**config.mk**
```make
export PLATFORM = sky130hd
export DESIGN_NAME = ham_dec
export DESIGN_NICKNAME = d
export VERILOG_FILES = /design/src/rtl/ham_dec.sv
export SDC_FILE = /design/constraint.sdc
export NUM_CORES = 1
export LEC_CHECK = 0
export ABC_AREA = 1
export BUFFER_PORTS_ARGS = -buffer_cell sky130_fd_sc_hd__buf_2
export CAP_MARGIN = 5
export CORE_ASPECT_RATIO = 0.75
export CORE_MARGIN = 4
export CORE_UTILIZATION = 61
export DETAILED_ROUTE_END_ITERATION = 6
export PLACE_DENSITY = 0.95
export SYNTH_ARGS = -nofsm -noshare
export SYNTH_HDL_FRONTEND = slang
export SYNTH_HIERARCHICAL = 1
export SYNTH_SLANG_ARGS = --single-unit
export TNS_END_PERCENT = 10
```
**constraint.sdc**
```tcl
create_clock -name i_clk -period 5 [get_ports i_clk]
set_input_delay 0.5 -clock i_clk [delete_from_list [all_inputs] [get_ports i_clk]]
set_output_delay 0.5 -clock i_clk [all_outputs]
set_load 0.02 [all_outputs]
```
**src/rtl/ham_dec.sv**
```systemverilog
// ham_dec: dual-port pipelined SECDED Hamming decoder.
// Each port checks a stored codeword, corrects single-bit errors, flags
// double-bit errors, and keeps saturating event counters. A port is a
// 2-stage valid/ready pipeline. Stage 1 registers the word with its
// syndrome and overall parity. Stage 2 registers the classified result.

module ham_dec_port #(
   parameter int DATA_WIDTH   = 32,
   parameter int ENCODED_WORD = 38,
   parameter int SYN_W        = 6,
   parameter int CNT_W        = 16
) (
   input  logic                    clk,
   input  logic                    rst_n,
   input  logic                    clr_cnt,
   input  logic                    s_valid,
   output logic                    s_ready,
   input  logic [ENCODED_WORD+1:1] s_word,
   output logic                    m_valid,
   input  logic                    m_ready,
   output logic [DATA_WIDTH-1:0]   data,
   output logic                    sec,
   output logic                    ded,
   output logic [SYN_W-1:0]        syndrome,
   output logic [CNT_W-1:0]        sec_cnt,
   output logic [CNT_W-1:0]        ded_cnt
);

   // Highest syndrome value that names a real bit position.
   localparam logic [SYN_W:0] MAX_POS = (SYN_W+1)'(ENCODED_WORD);

   // XOR of the indices of all set bits; zero for a clean word.
   function automatic logic [SYN_W-1:0] calc_syndrome(input logic [ENCODED_WORD:1] w);
      logic [SYN_W-1:0]    s;
      logic [ENCODED_WORD:1] rem;
      s   = '0;
      rem = w;
      for (int k = 1; k <= ENCODED_WORD; k++) begin
         s   = s ^ (rem[1] ? SYN_W'(k) : {SYN_W{1'b0}});
         rem = rem >> 1;
      end
      return s;
   endfunction

   // Overall parity across the whole stored word, including its parity bit.
   function automatic logic calc_parity(input logic [ENCODED_WORD+1:1] w);
      return ^w;
   endfunction

   // True for check-bit positions (1, 2, 4, 8, ...).
   function automatic logic is_pow2(input int k);
      return (k & (k - 32'sd1)) == 32'sd0;
   endfunction

   // Gather data bits from the non-power-of-2 positions, lowest position
   // first. Bits are shifted in from the top so the first one lands in
   // bit 0 once all DATA_WIDTH of them have been collected.
   function automatic logic [DATA_WIDTH-1:0] extract(input logic [ENCODED_WORD:1] w);
      logic [DATA_WIDTH-1:0] d;
      logic [ENCODED_WORD:1] rem;
      d   = '0;
      rem = w;
      for (int k = 1; k <= ENCODED_WORD; k++) begin
         if (!is_pow2(k)) begin
            d = {rem[1], d[DATA_WIDTH-1:1]};
         end else begin
            d = d;
         end
         rem = rem >> 1;
      end
      return d;
   endfunction

   logic                    s1_valid;
   logic [ENCODED_WORD:1]   s1_word;
   logic [SYN_W-1:0]        s1_syn;
   logic                    s1_par;

   logic                    s2_adv;
   logic                    accept;
   logic                    s2_load;

   logic                    syn_zero;
   logic                    in_range;
   logic [ENCODED_WORD:1]   flip_mask;
   logic [DATA_WIDTH-1:0]   next_data;
   logic                    next_sec;
   logic                    next_ded;

   // Handshake: stage 2 moves when empty or drained; stage 1 accepts when it can move on.
   always_comb begin
      s2_adv  = !m_valid || m_ready;
      s_ready = !s1_valid || s2_adv;
      accept  = s_valid && s_ready;
      s2_load = s1_valid && s2_adv;
   end

   // Classify the stage-1 word and form the corrected or raw data.
   always_comb begin
      syn_zero  = (s1_syn == {SYN_W{1'b0}});
      in_range  = ({1'b0, s1_syn} <= MAX_POS);
      flip_mask = ENCODED_WORD'(1) << (s1_syn - SYN_W'(1));
      next_data = extract(s1_word);
      next_sec  = 1'b0;
      next_ded  = 1'b0;
      case ({syn_zero, s1_par})
         2'b10: begin
            next_sec = 1'b0;
            next_ded = 1'b0;
         end
         2'b11: begin
            // Only the overall-parity bit flipped; data bits are intact.
            next_sec = 1'b1;
         end
         2'b00: begin
            // Nonzero syndrome with even parity: two bits flipped.
            next_ded = 1'b1;
         end
         2'b01: begin
            if (in_range) begin
               next_data = extract(s1_word ^ flip_mask);
               next_sec  = 1'b1;
            end else begin
               // Syndrome points past the word: more than one error.
               next_ded  = 1'b1;
            end
         end
         default: begin
            next_ded = 1'b1;
         end
      endcase
   end

   // Stage 1: capture the accepted word with its syndrome and overall parity.
   always_ff @(posedge clk) begin
      if (!rst_n) begin
         s1_valid <= 1'b0;
         s1_word  <= '0;
         s1_syn   <= '0;
         s1_par   <= 1'b0;
      end else begin
         if (s_ready) begin
            s1_valid <= s_valid;
         end
         if (accept) begin
            s1_word <= s_word[ENCODED_WORD:1];
            s1_syn  <= calc_syndrome(s_word[ENCODED_WORD:1]);
            s1_par  <= calc_parity(s_word);
         end
      end
   end

   // Stage 2: registered result, held while downstream stalls.
   always_ff @(posedge clk) begin
      if (!rst_n) begin
         m_valid  <= 1'b0;
         data     <= '0;
         sec      <= 1'b0;
         ded      <= 1'b0;
         syndrome <= '0;
      end else if (s2_adv) begin
         m_valid <= s1_valid;
         if (s1_valid) begin
            data     <= next_data;
            sec      <= next_sec;
            ded      <= next_ded;
            syndrome <= s1_syn;
         end
      end
   end

   // Saturating event counters; a clear wins over a same-cycle increment.
   always_ff @(posedge clk) begin
      if (!rst_n) begin
         sec_cnt <= '0;
         ded_cnt <= '0;
      end else if (clr_cnt) begin
         sec_cnt <= '0;
         ded_cnt <= '0;
      end else begin
         if (s2_load && next_sec && (sec_cnt != {CNT_W{1'b1}})) begin
            sec_cnt <= sec_cnt + CNT_W'(1);
         end
         if (s2_load && next_ded && (ded_cnt != {CNT_W{1'b1}})) begin
            ded_cnt <= ded_cnt + CNT_W'(1);
         end
      end
   end

endmodule

module ham_dec #(
   parameter int DATA_WIDTH   = 32,
   parameter int ENCODED_WORD = 38,
   parameter int SYN_W        = 6,
   parameter int CNT_W        = 16
) (
   input  logic                    i_clk,
   input  logic                    i_rst_n,
   input  logic                    i_clr_cnt,
   input  logic                    i_valid_a,
   output logic                    o_ready_a,
   input  logic [ENCODED_WORD+1:1] i_hamming_a,
   output logic                    o_valid_a,
   input  logic                    i_ready_a,
   output logic [DATA_WIDTH-1:0]   o_data_a,
   output logic                    o_sec_a,
   output logic                    o_ded_a,
   output logic [SYN_W-1:0]        o_syndrome_a,
   output logic [CNT_W-1:0]        o_sec_cnt_a,
   output logic [CNT_W-1:0]        o_ded_cnt_a,
   input  logic                    i_valid_b,
   output logic                    o_ready_b,
   input  logic [ENCODED_WORD+1:1] i_hamming_b,
   output logic                    o_valid_b,
   input  logic                    i_ready_b,
   output logic [DATA_WIDTH-1:0]   o_data_b,
   output logic                    o_sec_b,
   output logic                    o_ded_b,
   output logic [SYN_W-1:0]        o_syndrome_b,
   output logic [CNT_W-1:0]        o_sec_cnt_b,
   output logic [CNT_W-1:0]        o_ded_cnt_b
);

   ham_dec_port #(
      .DATA_WIDTH   (DATA_WIDTH),
      .ENCODED_WORD (ENCODED_WORD),
      .SYN_W        (SYN_W),
      .CNT_W        (CNT_W)
   ) u_port_a (
      .clk      (i_clk),
      .rst_n    (i_rst_n),
      .clr_cnt  (i_clr_cnt),
      .s_valid  (i_valid_a),
      .s_ready  (o_ready_a),
      .s_word   (i_hamming_a),
      .m_valid  (o_valid_a),
      .m_ready  (i_ready_a),
      .data     (o_data_a),
      .sec      (o_sec_a),
      .ded      (o_ded_a),
      .syndrome (o_syndrome_a),
      .sec_cnt  (o_sec_cnt_a),
      .ded_cnt  (o_ded_cnt_a)
   );

   ham_dec_port #(
      .DATA_WIDTH   (DATA_WIDTH),
      .ENCODED_WORD (ENCODED_WORD),
      .SYN_W        (SYN_W),
      .CNT_W        (CNT_W)
   ) u_port_b (
      .clk      (i_clk),
      .rst_n    (i_rst_n),
      .clr_cnt  (i_clr_cnt),
      .s_valid  (i_valid_b),
      .s_ready  (o_ready_b),
      .s_word   (i_hamming_b),
      .m_valid  (o_valid_b),
      .m_ready  (i_ready_b),
      .data     (o_data_b),
      .sec      (o_sec_b),
      .ded      (o_ded_b),
      .syndrome (o_syndrome_b),
      .sec_cnt  (o_sec_cnt_b),
      .ded_cnt  (o_ded_cnt_b)
   );

endmodule

```
## Word-level counts from Yosys, hierarchy flattened

Index checks and enable logic that the tools add are counted.

- Output and inout bits: 148
- Flip-flop bits (word level): 238
- Memory bits (read-only): 0
- Memories kept: 0
- Bits of input ports: 85
- Logic and storage cells: 234
- Bits in writable memories: 0
- Bits in latches: 0

- Shifts and indexed selects: 2
- Reduce and logical (&&, ||, !) cells: 29
- Bitwise gates (word level): 77
- Order comparisons: 2
- Multipliers: 0
- Muxes and demuxes: 88
- Equal/unequal tests: 8
- $add $sub $neg: 6
- Div/mod/pow operators: 0

Operator list:

| cell | count |
|---|---|
| $xor 6x6->6 | 74 |
| $mux 5 | 32 |
| $mux 32 | 4 |
| $mux 6 | 14 |
| $reduce_xor 39->1 | 2 |
| $shl 1x6->38 const A | 2 |
| $xor 38x38->38 | 2 |
| $add 16x1->16 const B | 4 |
| $mux 4 | 16 |
| $ne 16x16->1 const B | 4 |
| $mux 3 | 8 |
| $le 6x6->1 const B | 2 |
| $logic_and 1x1->1 | 12 |
| $logic_not 6->1 | 2 |
| $sub 6x1->6 const B | 2 |
| $mux 2 | 4 |
| $pmux 1 s2 | 4 |
| $mux 1 | 6 |
| $eq 2x1->1 const B | 2 |
| $eq 2x2->1 const B | 2 |
| $logic_not 1->1 | 4 |
| $logic_not 2->1 | 2 |
| $logic_or 1x1->1 | 4 |
| $reduce_and 2->1 | 2 |
| 2 further kinds | 2 |

## Depth between registers and ports, before layout

Gate-level depths: netlist of run 1.

- Depth in word-level cells: 38
- Mapped depth: 17
- Gate-level depth less buffers: 16

## Cells and area by module

Netlist of run 1, hierarchy kept.

By module, submodules not included:

| module | instances | area an instance (µm²) | cells an instance |
|---|---|---|---|
| ham_dec_port | 2 | 6836.6 | 1082 |

## Least setup slack after synthesis of run 1

No wires, ideal clock.

- Path type: register to register
- Start point: reg u_port_a.sec_cnt[0]
- End point: reg u_port_a.sec_cnt[8]
- Setup time: 0.070 ns
- Cell stages (with the launch flop): 11
- Arrival: 1.731 ns
- Path slack: 3.200 ns
- Data required time: 4.930 ns
- Clock period less this slack: 1.800 ns
- Cells stage by stage: dfxtp_1 -> ha_1 -> nand2_1 -> nor3_2 -> nand3_1 -> nor3_1 -> nor2_2 -> buf_2 -> nand2_1 -> o21ai_1 -> a21oi_1

- Cells in the longest elaborated chain, start to end: 2
- Elaborated cells between the ends (all ways): 3
- Those cells by class: 1 x add/sub; 1 x eq/ne; 1 x reduce/logical

RTL lines:

| element | RTL line | RTL |
|---|---|---|
| start, declared | 25 | `output logic [CNT_W-1:0] sec_cnt,` |
| start signal, assigned | 182 | `sec_cnt <= sec_cnt + CNT_W'(1);` |
| branches (longest 2 deep; another with $add 16x1->16) | n/a |  |

Parallel ways; which one is timed is not known.
A chain may end at the register's enable or synchronous reset.

## Worst setup path in the final report of run 1

- Start point: reg u_port_b.m_valid
- End point: reg u_port_b.sec_cnt[9]

- Cells in the longest elaborated chain, start to end: 5

RTL lines:

| element | RTL line | RTL |
|---|---|---|
| start, declared | 19 | `output logic m_valid,` |
| start signal, assigned | 162 | `m_valid <= s1_valid;` |
| $logic_not 1->1 | 92 | `s2_adv = !m_valid \|\| m_ready;` |
| $logic_or 1x1->1 | 92 |  |
| $logic_and 1x1->1 | 95 | `s2_load = s1_valid && s2_adv;` |
| $logic_and 1x1->1 (2 in a row) | 181 | `if (s2_load && next_sec && (sec_cnt != {CNT_W{1'b1}})) begin` |
| end signal, assigned | 182 |  |
| end, declared | 25 |  |

No other way between the ends.

==> results of run 1 <==
worst min-delay path, delay by kind of cell:
kind            cells  cell delay (ps)
buf+inv             2              110
simple gates        1               60
compound gates      1               60
cell families after synthesis:
group | synth area share (%)
buffers and inverters | 11.5
adder cells (fa/ha/maj) | 0.366
AO/OA/AOI/OAI | 12.4
flip-flops | 33.1
XOR/XNOR | 9.48
AND/OR/NAND/NOR | 33.1
report_power, final:
part | internal (W) | switching (W) | total [W]
sequential | 0.00190 | 0.0000920 | 0.00200
clock | 0.00120 | 0.000743 | 0.00194
combinational | 0.000352 | 0.000755 | 0.00111
total | 0.00345 | 0.00159 | 0.00504
worst max path at each step:
stage / start / to / slack (ps) / cells after the start
after floorplan: u_port_a/sec_cnt[0] / u_port_a/sec_cnt[8] / 3200 / 10
after global placement: i_ready_a / u_port_a/sec_cnt[9] / 1800 / 12
after detailed placement: i_ready_b / u_port_b/sec_cnt[9] / 1720 / 11
after CTS: u_port_b/m_valid / u_port_b/sec_cnt[9] / 1930 / 9
after global routing: u_port_a/m_valid / u_port_a/sec_cnt[9] / 1580 / 9
final: u_port_b/m_valid / u_port_b/sec_cnt[9] / 1850 / 9
Yosys cell counts (24+ instances only):
cell and instances:
clkbuf_1 52, inv_2 24, nand2_1 544, nor2_1 268, nand3_1 112, dfxtp_1 226, nor3_1 42, o21ai_1 52
xor2_1 70, a21oi_1 136, o21ai_0 120, xnor2_1 78, inv_1 302
stage by stage:
stage | std cells | util (%) | power [W]
final | 2665 | 71.6 | 0.00504
after global routing | 2664 | 71.6 | 0.00527
after CTS | 2664 | 71.6 | 0.00504
after detailed placement | 2621 | 67.6 | 0.00310
after global placement | 2621 | 67.6 | 0.00306
after floorplan | 2164 | - | 0.00280
flip-flops by register name, indices dropped and copies added, names as in the netlist, 6 cells and up:
signal / flops
u_port_a/data: 32
u_port_a/ded_cnt: 16
u_port_a/s1_syn: 6
u_port_a/s1_word: 32
u_port_a/sec_cnt: 16
u_port_a/syndrome: 6
u_port_b/data: 32
u_port_b/ded_cnt: 16
u_port_b/s1_syn: 6
u_port_b/s1_word: 32
u_port_b/sec_cnt: 16
u_port_b/syndrome: 6
area by class of cell:
class,instances,area [µm²]
Multi-Input combinational cell,1532,7570
Tap cell,294,368
Clock inverter,9,158
Inverter,332,1250
Antenna cell,1,2.50
Sequential cell,226,4520
Timing Repair Buffer,237,1200
Fill cell,1809,6270
Clock buffer,34,709
routing by layer:
layer	part of all wire, %	vias to the layer above
li1	-	7154
met1	43	6655
met2	43	832
met3	13	91
met4	2.2	2
met5	0.017	-
==> reports/results.ini, run 1 <==
[sta]
period_needed_ps=3150
slew_violations=0
setup_tns_ps=0
setup_viol=0
hold_ws_ps=279
min_period_over_period_pct=63.0
tightest_slew_ps=976
fmax_mhz=317
slew_headroom_pct=34.7
finalClockSkew_ps=14.5
setup_ws_ps=1850
hold_viol=0
rsz0062_at_grt=false

[routing]
antenna_left=0
dr.first_iter.drc_count=1659
drt-total-wl_um=40500
wl_per_cell_um=15.2
vias=14734
first_pass_iters=6
drc_errors=0
viasPerCell=5.53

[placement]
place_area_um2=14900
place_ws_ps=1720
gp_congestion=0.966
place_hpwl_um=30200
io_buffers=232

[synth]
synth-main-ff-cell=dfxtp_1
yosysUniqueCellTypes=40
yosysTopAreaCell=dfxtp_1
ys_seq_elements=226
netlist.area_leader.share_pct=33.1
synth_edf_count=0
synthCells=2164
yosysWarnings=6
synth.yosys.seq_area_share_pct=33.1
synth_fp_nets=2253
syn-cell-area_um2=13700
synth.area.top_cells=dfxtp_1 (33%), nand2_1 (15%), inv_1 (8.3%), nor2_1 (7.4%), xnor2_1 (5.0%)
ys_async_sr_fraction_pct=0
syn_area_per_cell_um2=6.32

[global_routing]
grt_max_degree=95
busiest_layer=met2
grt_pass1_vias=12974
grt-ovfl-total=0
grtUsageMet3_pct=6.91
antenna_found_initial=1
gr-usage-met1_pct=43.5
grt_pass1_wl_um=63800
gr-usage-all-layers_pct=30.7
grt_util_met2_pct=47.4

[hold_path]
hold_end=u_port_a/m_valid
hold_path.class=in -> reg
hold-path-cell-count=4
holdCritStartpoint=i_ready_a

[floorplan]
initial_core_util_pct=62.0
ios=233
std_cell_rows=47
core_area_um2=22100
die_w_um=181
die_height_um=138
dieArea_um2=24900

[power]
power.leakage_nw=7.98
powerDensity_nw_per_um2=320
ir_drop_mv=0.274

[clock_tree]
post_cts_resized=0
cts_made_buffers=24
cts_max_level=1
clkLatencyLatePin_ps=510
cts_sinks=226
cts_tree=done
clockBufferDepth=3
cts_setup_buffers=0
cts_hold_buf=0
cts-root-buf=clkbuf_16
clk_pin_slew_ps=60

[critical_path]
cp_data_arrival_time_ps=3590
cp_num_buf_inv=1
crit_path_start_kind=register
crit_top_cell=nand2_1
r2r-end=u_port_b/sec_cnt[9]
reg2reg_slack_ps=1850
critPathMaxStageDelay_ps=760
reg2reg_depth=9
cp.required_ps=5440
worstPathMaxFanout=63
slowest_stage=clkinv_2
cp_top_family=simple AND/OR/NAND/NOR gates
cp-end-kind=register
r2r-start=u_port_b/m_valid
path_cells=nand2_1, nand2_1, clkinv_2, nand3_1, nor2_2, nand2_1, nor2_1, nand3_1, a21oi_1
path_class=reg -> reg

[final_layout]
syn_to_final_growth_pct=15.4
layout-drive-gt1-share_pct=14.8
layout_common_cells=nand2_1 (544), inv_1 (302), nor2_1 (268)
design_area_um2=15800
layout_commonest_cell=nand2_1
fin_nets=2442

[run_status]
outcome=finished clean

[job]
maxCapViolCount=0

Note: power is estimated with default switching activity, not from simulation.
==> inputs of run 2 (changes only) <==
--- a/config.mk
+++ b/config.mk
@@ -10,9 +10,9 @@
 export CAP_MARGIN = 5
 export CORE_ASPECT_RATIO = 0.75
 export CORE_MARGIN = 4
-export CORE_UTILIZATION = 61
+export CORE_UTILIZATION = 52
 export DETAILED_ROUTE_END_ITERATION = 6
-export PLACE_DENSITY = 0.95
+export PLACE_DENSITY = 0.87
 export SYNTH_ARGS = -nofsm -noshare
 export SYNTH_HDL_FRONTEND = slang
 export SYNTH_HIERARCHICAL = 1
==> constraint.sdc (replaced) <==
create_clock -name i_clk -period 2.8 [get_ports i_clk]
set_input_delay 0.28 -clock i_clk [delete_from_list [all_inputs] [get_ports i_clk]]
set_output_delay 0.28 -clock i_clk [all_outputs]
set_load 0.02 [all_outputs]
==> run 2 against run 1 <==
Against the previous run: highest routed layer unchanged; via count fell by 3.3%; count of clock-buffer cells in the layout fell by 1; hold slack got worse by 220 ps; utilization fell by 11 points; combinational power rose by 78%; critical endpoint is now u_port_a/ded_cnt[5]; global-route usage fell by 4.4 points.
==> reports/results.ini, run 2 (synthesis results as in run 1) <==
[critical_path]
crit_path_start_kind=register
path_class=reg -> reg
critPathMaxStageDelay_ps=500  ; -260 ps
cp.required_ps=3200  ; -2240 ps
cp_num_buf_inv=2  ; +1
cp_data_arrival_time_ps=2500  ; -1090 ps
worstPathMaxFanout=12  ; -81%
path_cells=nor2_1, a21oi_2, inv_2, nand2_4, nand2_4, nor2_4, nand2_2, inv_2, nand2_1, o21ai_0, a21oi_1
cp-end-kind=register
slowest_stage=dfxtp_1
cp_top_family=simple AND/OR/NAND/NOR gates

[sta]
period_needed_ps=2100  ; -1050 ps
hold_viol=0  ; unchanged
setup_viol=0  ; unchanged
tightest_slew_ps=732  ; -245 ps
finalClockSkew_ps=29.4  ; +14.9 ps
min_period_over_period_pct=75.1  ; +12 points
slew_violations=0  ; unchanged
fmax_mhz=476  ; +50%
hold_ws_ps=59.8  ; -219 ps
slew_headroom_pct=51.2  ; +17 points
rsz0062_at_grt=false
setup_tns_ps=0  ; unchanged

[global_routing]
grt_pass1_vias=12641  ; -2.6%
gr-usage-all-layers_pct=26.3  ; -4.4 points
grt_max_degree=86  ; -9.5%
grt-ovfl-total=0  ; unchanged
antenna_found_initial=1  ; unchanged
grt_pass1_wl_um=63900  ; +0.22%

[final_layout]
nFillCells=2420  ; +34%
layout-drive-gt1-share_pct=14.9  ; +0.14 points
syn_to_final_growth_pct=15.4  ; about the same
layout_common_cells=nand2_1 (544), inv_1 (302), nor2_1 (268)
fin_nets=2448  ; +0.25%
layout_commonest_cell=nand2_1

[routing]
drt-total-wl_um=40100  ; -0.92%
wl_per_cell_um=14.7  ; -2.9%
drc_errors=0  ; unchanged
first_pass_iters=6  ; unchanged
viasPerCell=5.24  ; -5.2%
antenna_left=0  ; unchanged
dr.first_iter.drc_count=1498  ; -9.7%
vias=14248  ; -3.3%

[clock_tree]
cts_tree=done
cts-root-buf=clkbuf_16
cts_hold_buf=0  ; unchanged
post_cts_resized=0  ; unchanged
clkLatencyLatePin_ps=530  ; +20 ps
cts_setup_buffers=0  ; unchanged
cts_made_buffers=24  ; unchanged
cts_sinks=226  ; unchanged
cts_max_level=1  ; unchanged
clk_pin_slew_ps=60  ; about the same
clockBufferDepth=3  ; unchanged

[run_status]
outcome=finished clean

[floorplan]
die_height_um=148  ; +7.8%
initial_core_util_pct=52.8  ; -9.2 points
dieArea_um2=29000  ; +16%
die_w_um=195  ; +7.9%
ios=233  ; unchanged
std_cell_rows=51  ; +8.5%
core_area_um2=25900  ; +17%

[power]
powerDensity_nw_per_um2=546  ; +71%
power.leakage_nw=7.96  ; -0.22%
ir_drop_mv=0.383  ; +40%
fin_total_pwr_w=0.00863  ; +71%

[placement]
place_hpwl_um=31000  ; +2.8%
io_buffers=232  ; unchanged
gp_congestion=0.953  ; -1.4%

[hold_path]
hold_path.class=in -> reg

[job]
maxCapViolCount=0  ; unchanged

==> run 2: changes by cell type in the layout (fill, tap and decap cells not counted), sizes merged <==
cell	before	now
buf	237	243
bufinv	4	1
clkbuf	34	33
clkinv	8	12
inv	328	326
==> run 2: metal layers <==
metal,part of all wire (%),global-route usage (%)
met1,45,39.4
met2,42,39.2
met3,12,5.64
met4,1.7,4.88
met5,0.035,0
==> run 2: report_power, final <==
part           internal (W)  leakage [nW]  total (W)  switching (W)
combinational      0.000633          5.73    0.00198        0.00135
sequential          0.00340          1.86    0.00355       0.000154
clock               0.00180         0.377    0.00309        0.00129
==> run 2: final timing paths <==
check	startpoint	end	slack (ps)	cells after the start
worst max register to register	u_port_a/s1_syn[3]	u_port_a/ded_cnt[5]	700	11
worst max-delay path	u_port_a/s1_syn[3]	u_port_a/ded_cnt[5]	700	11
worst min register to register	u_port_a/s1_word[17]	u_port_a/s1_word[17]	470	2
worst min-delay path	i_ready_a	u_port_a/m_valid	60	4
==> run 2: area by class of cell <==
cell class	instances	area [µm²]	share of cell area [%]
flip-flops and latches	226	4520	28.7
clock buffers	33	684	4.34
well taps	344	430	2.73
repair buffers	243	1240	7.88
multi-input cells	1532	7570	48.0
diodes	1	2.50	0.0159
clock inverters	8	78.8	0.499
inverters	332	1250	7.91
==> run 2: worst reg2reg max path: cells and delay by family (launching register included) <==
kind,cells,cell delay [ps]
buf+inv,2,340
simple gates,6,690
compound gates,3,440
flops,1,500
==> run 2: per-stage QoR <==
stage	utilization (%)	worst slack, ps	instances	cell area (µm²)
floorplan	-	1000	2164	13700
finish	60.9	698	2719	15800
global route	60.9	457	2718	15800
detailed placement	58.0	710	2677	15000
global placement	58.0	818	2677	15000
CTS	60.9	744	2718	15800
==> inputs of run 3 (changes only) <==
--- a/config.mk
+++ b/config.mk
@@ -10,9 +10,9 @@
 export CAP_MARGIN = 5
 export CORE_ASPECT_RATIO = 0.75
 export CORE_MARGIN = 4
-export CORE_UTILIZATION = 52
+export CORE_UTILIZATION = 57
 export DETAILED_ROUTE_END_ITERATION = 6
-export PLACE_DENSITY = 0.87
+export PLACE_DENSITY = 0.9
 export SYNTH_ARGS = -nofsm -noshare
 export SYNTH_HDL_FRONTEND = slang
 export SYNTH_HIERARCHICAL = 1
==> constraint.sdc (replaced) <==
create_clock -name i_clk -period 2.15 [get_ports i_clk]
set_input_delay 0.215 -clock i_clk [delete_from_list [all_inputs] [get_ports i_clk]]
set_output_delay 0.215 -clock i_clk [all_outputs]
set_load 0.02 [all_outputs]
==> run 3 against run 2 <==
Against the previous run: count of clock-buffer cells in the layout rose by 1; sequential cell count is the same; utilization is 7.4 points higher; fmax grew 2.8%; total power up 32%; clock power rose by 33%; global-route usage up 3.1 points; combinational power rose by 34%; register-to-register slack got worse by 590 ps; wire length rose by 2.0%; final cell count fell by 1.1%; non-clock buffer count up 15; largest power group unchanged; highest routed layer is now met4.
==> reports/results.ini, run 3 (synthesis results as in run 1) <==
[critical_path]
r2r-start=u_port_b/s1_syn[1]
cp.required_ps=2550  ; -650 ps
reg2reg_slack_ps=100  ; -590 ps
crit_path_start_kind=register
cp-end-kind=register
cp_data_arrival_time_ps=2440  ; -60 ps
r2r-end=u_port_b/data[11]
reg2reg_depth=10  ; -1
worstPathMaxFanout=12  ; unchanged
path_class=reg -> reg

[power]
powerDensity_nw_per_um2=717  ; +31%
ir_drop_mv=0.629  ; +64%
power.leakage_nw=8.07  ; +1.3%
fin_total_pwr_w=0.0114  ; +32%

[global_routing]
grt_max_degree=86  ; unchanged
antenna_found_initial=0  ; -1
grt_pass1_wl_um=65500  ; +2.4%
grt_pass1_vias=13272  ; +5.0%
grt-ovfl-total=0  ; unchanged
gr-usage-all-layers_pct=29.3  ; +3.1 points

[clock_tree]
cts_made_buffers=24  ; unchanged
cts_max_level=1  ; unchanged
clkLatencyLatePin_ps=520  ; about the same
cts_sinks=226  ; unchanged
cts_tree=done
clockBufferDepth=3  ; unchanged
clk_pin_slew_ps=60  ; about the same
cts-root-buf=clkbuf_16
cts_setup_buffers=0  ; unchanged

[final_layout]
design_area_um2=15900  ; +0.86%
layout_common_cells=nand2_1 (544), inv_1 (302), nor2_1 (268)
layout-drive-gt1-share_pct=15.6  ; +0.70 points
syn_to_final_growth_pct=16.4
final_cells=2689  ; -1.1%
fin_nets=2463  ; +0.61%
diodes=0  ; -1
layout_commonest_cell=nand2_1

[placement]
dp.cells=2646  ; -1.2%
place_ws_ps=115  ; -595 ps
place_hpwl_um=31200  ; +0.61%
gp_congestion=0.973  ; +2.1%
place_area_um2=15100  ; +0.45%
io_buffers=232  ; unchanged

[hold_path]
hold_path.class=in -> reg
hold_end=u_port_b/m_valid
holdCritStartpoint=i_ready_b
hold-path-cell-count=4  ; unchanged

[floorplan]
std_cell_rows=48  ; -5.9%
die_w_um=187  ; -4.3%
ios=233  ; unchanged
dieArea_um2=26600  ; -8.4%
die_height_um=142  ; -4.2%
initial_core_util_pct=58.7  ; +5.9 points
core_area_um2=23300  ; -10%

[routing]
viasPerCell=5.48  ; +4.5%
dr.first_iter.drc_count=1738  ; +16%
antenna_left=0  ; unchanged
vias=14731  ; +3.4%
drt-total-wl_um=40900  ; +2.0%
drc_errors=0  ; unchanged
first_pass_iters=6  ; unchanged
wl_per_cell_um=15.2  ; +3.2%

[sta]
finalClockSkew_ps=19.2  ; -10.2 ps
period_needed_ps=2050  ; -56.7 ps
setup_ws_ps=105  ; -593 ps
min_period_over_period_pct=95.1  ; +20 points
slew_violations=0  ; unchanged
rsz0062_at_grt=false
hold_viol=0  ; unchanged
tightest_slew_ps=642  ; -89.7 ps
setup_tns_ps=0  ; unchanged
fmax_mhz=489  ; +2.8%
slew_headroom_pct=57.1  ; +5.9 points
setup_viol=0  ; unchanged

[job]
maxCapViolCount=0  ; unchanged

[run_status]
outcome=finished clean

## run 3: changes by cell type in the layout (fill, tap and decap cells not counted), moves of 2 or more
cell / delta
nor2_2: -2
nor3_1: -2
dlygate4sd3_1: +2
buf_12: +2
buf_4: +11
nor2_4: +2
dfxtp_1: -4
inv_6: +2
dfxtp_2: +4
clkinv_2: -2
## run 3: cell type report
cell class,count,area (µm²)
multi-input cells,1532,7600
fillers,2021,7380
flip-flops and latches,226,4530
repair buffers,258,1390
inverters,332,1250
clock buffers,34,709
well taps,300,375
clock inverters,7,70.1
## run 3: worst max-delay path, cell delays in order, from the launching register on
cell and delay, ps:
dfxtp_1 370, nor2_1 190, nand4_2 140, nand2_1 180, inv_2 90, nor2_4 310, inv_2 140, o21ai_1 160
nand2_1 90, o21ai_1 200, inv_1 70
## run 3: worst max path at each step
stage                        startpoint                  end  slack (ps)  cells after the start
floorplan           u_port_a/sec_cnt[0]  u_port_a/sec_cnt[8]         350                     10
global route         u_port_b/s1_syn[1]  u_port_b/ded_cnt[4]           7                     11
finish               u_port_b/s1_syn[1]    u_port_b/data[11]         100                     10
detailed placement   u_port_b/s1_syn[3]  u_port_b/ded_cnt[4]         110                     11
global placement     u_port_a/s1_syn[3]  u_port_a/sec_cnt[9]         190                     10
CTS                  u_port_b/s1_syn[3]    u_port_b/data[11]          80                     11
## run 3: per-layer routing
layer / vias to the layer above / routed length (µm) / GRT usage (%) / share of wire, %
met2: 814 / 17000 / 45.2 / 42
met4: 0 / 686 / 5.80 / 1.7
met3: 70 / 5070 / 6.69 / 12
met1: 6664 / 18100 / 42.7 / 44
met5: - / 0 / 0 / 0
li1: 7183 / - / - / -
## run 3: power by group
part | leakage (nW) | switching [W] | total, W | internal [W]
logic | 5.83 | 0.00180 | 0.00266 | 0.000861
registers | 1.86 | 0.000199 | 0.00463 | 0.00443
clock network | 0.384 | 0.00171 | 0.00412 | 0.00241
total | 8.07 | 0.00370 | 0.0114 | 0.00771
## run 3: stage by stage
step                      utilization (%)  hold slack [ps]
after global placement               64.7              447
after floorplan                         -              361
after CTS                            68.2             2.87
final                                68.3             17.4
after global routing                 68.3             32.4
after detailed placement             64.7              451
## run 3: repair_timing
item / 4_1_cts / 5_1_grt
endpoints found under the hold margin: 2 / 0
resized for setup: 0 / 10
hold buffers: 2 / 0
setup endpoints to repair: 0 / 24
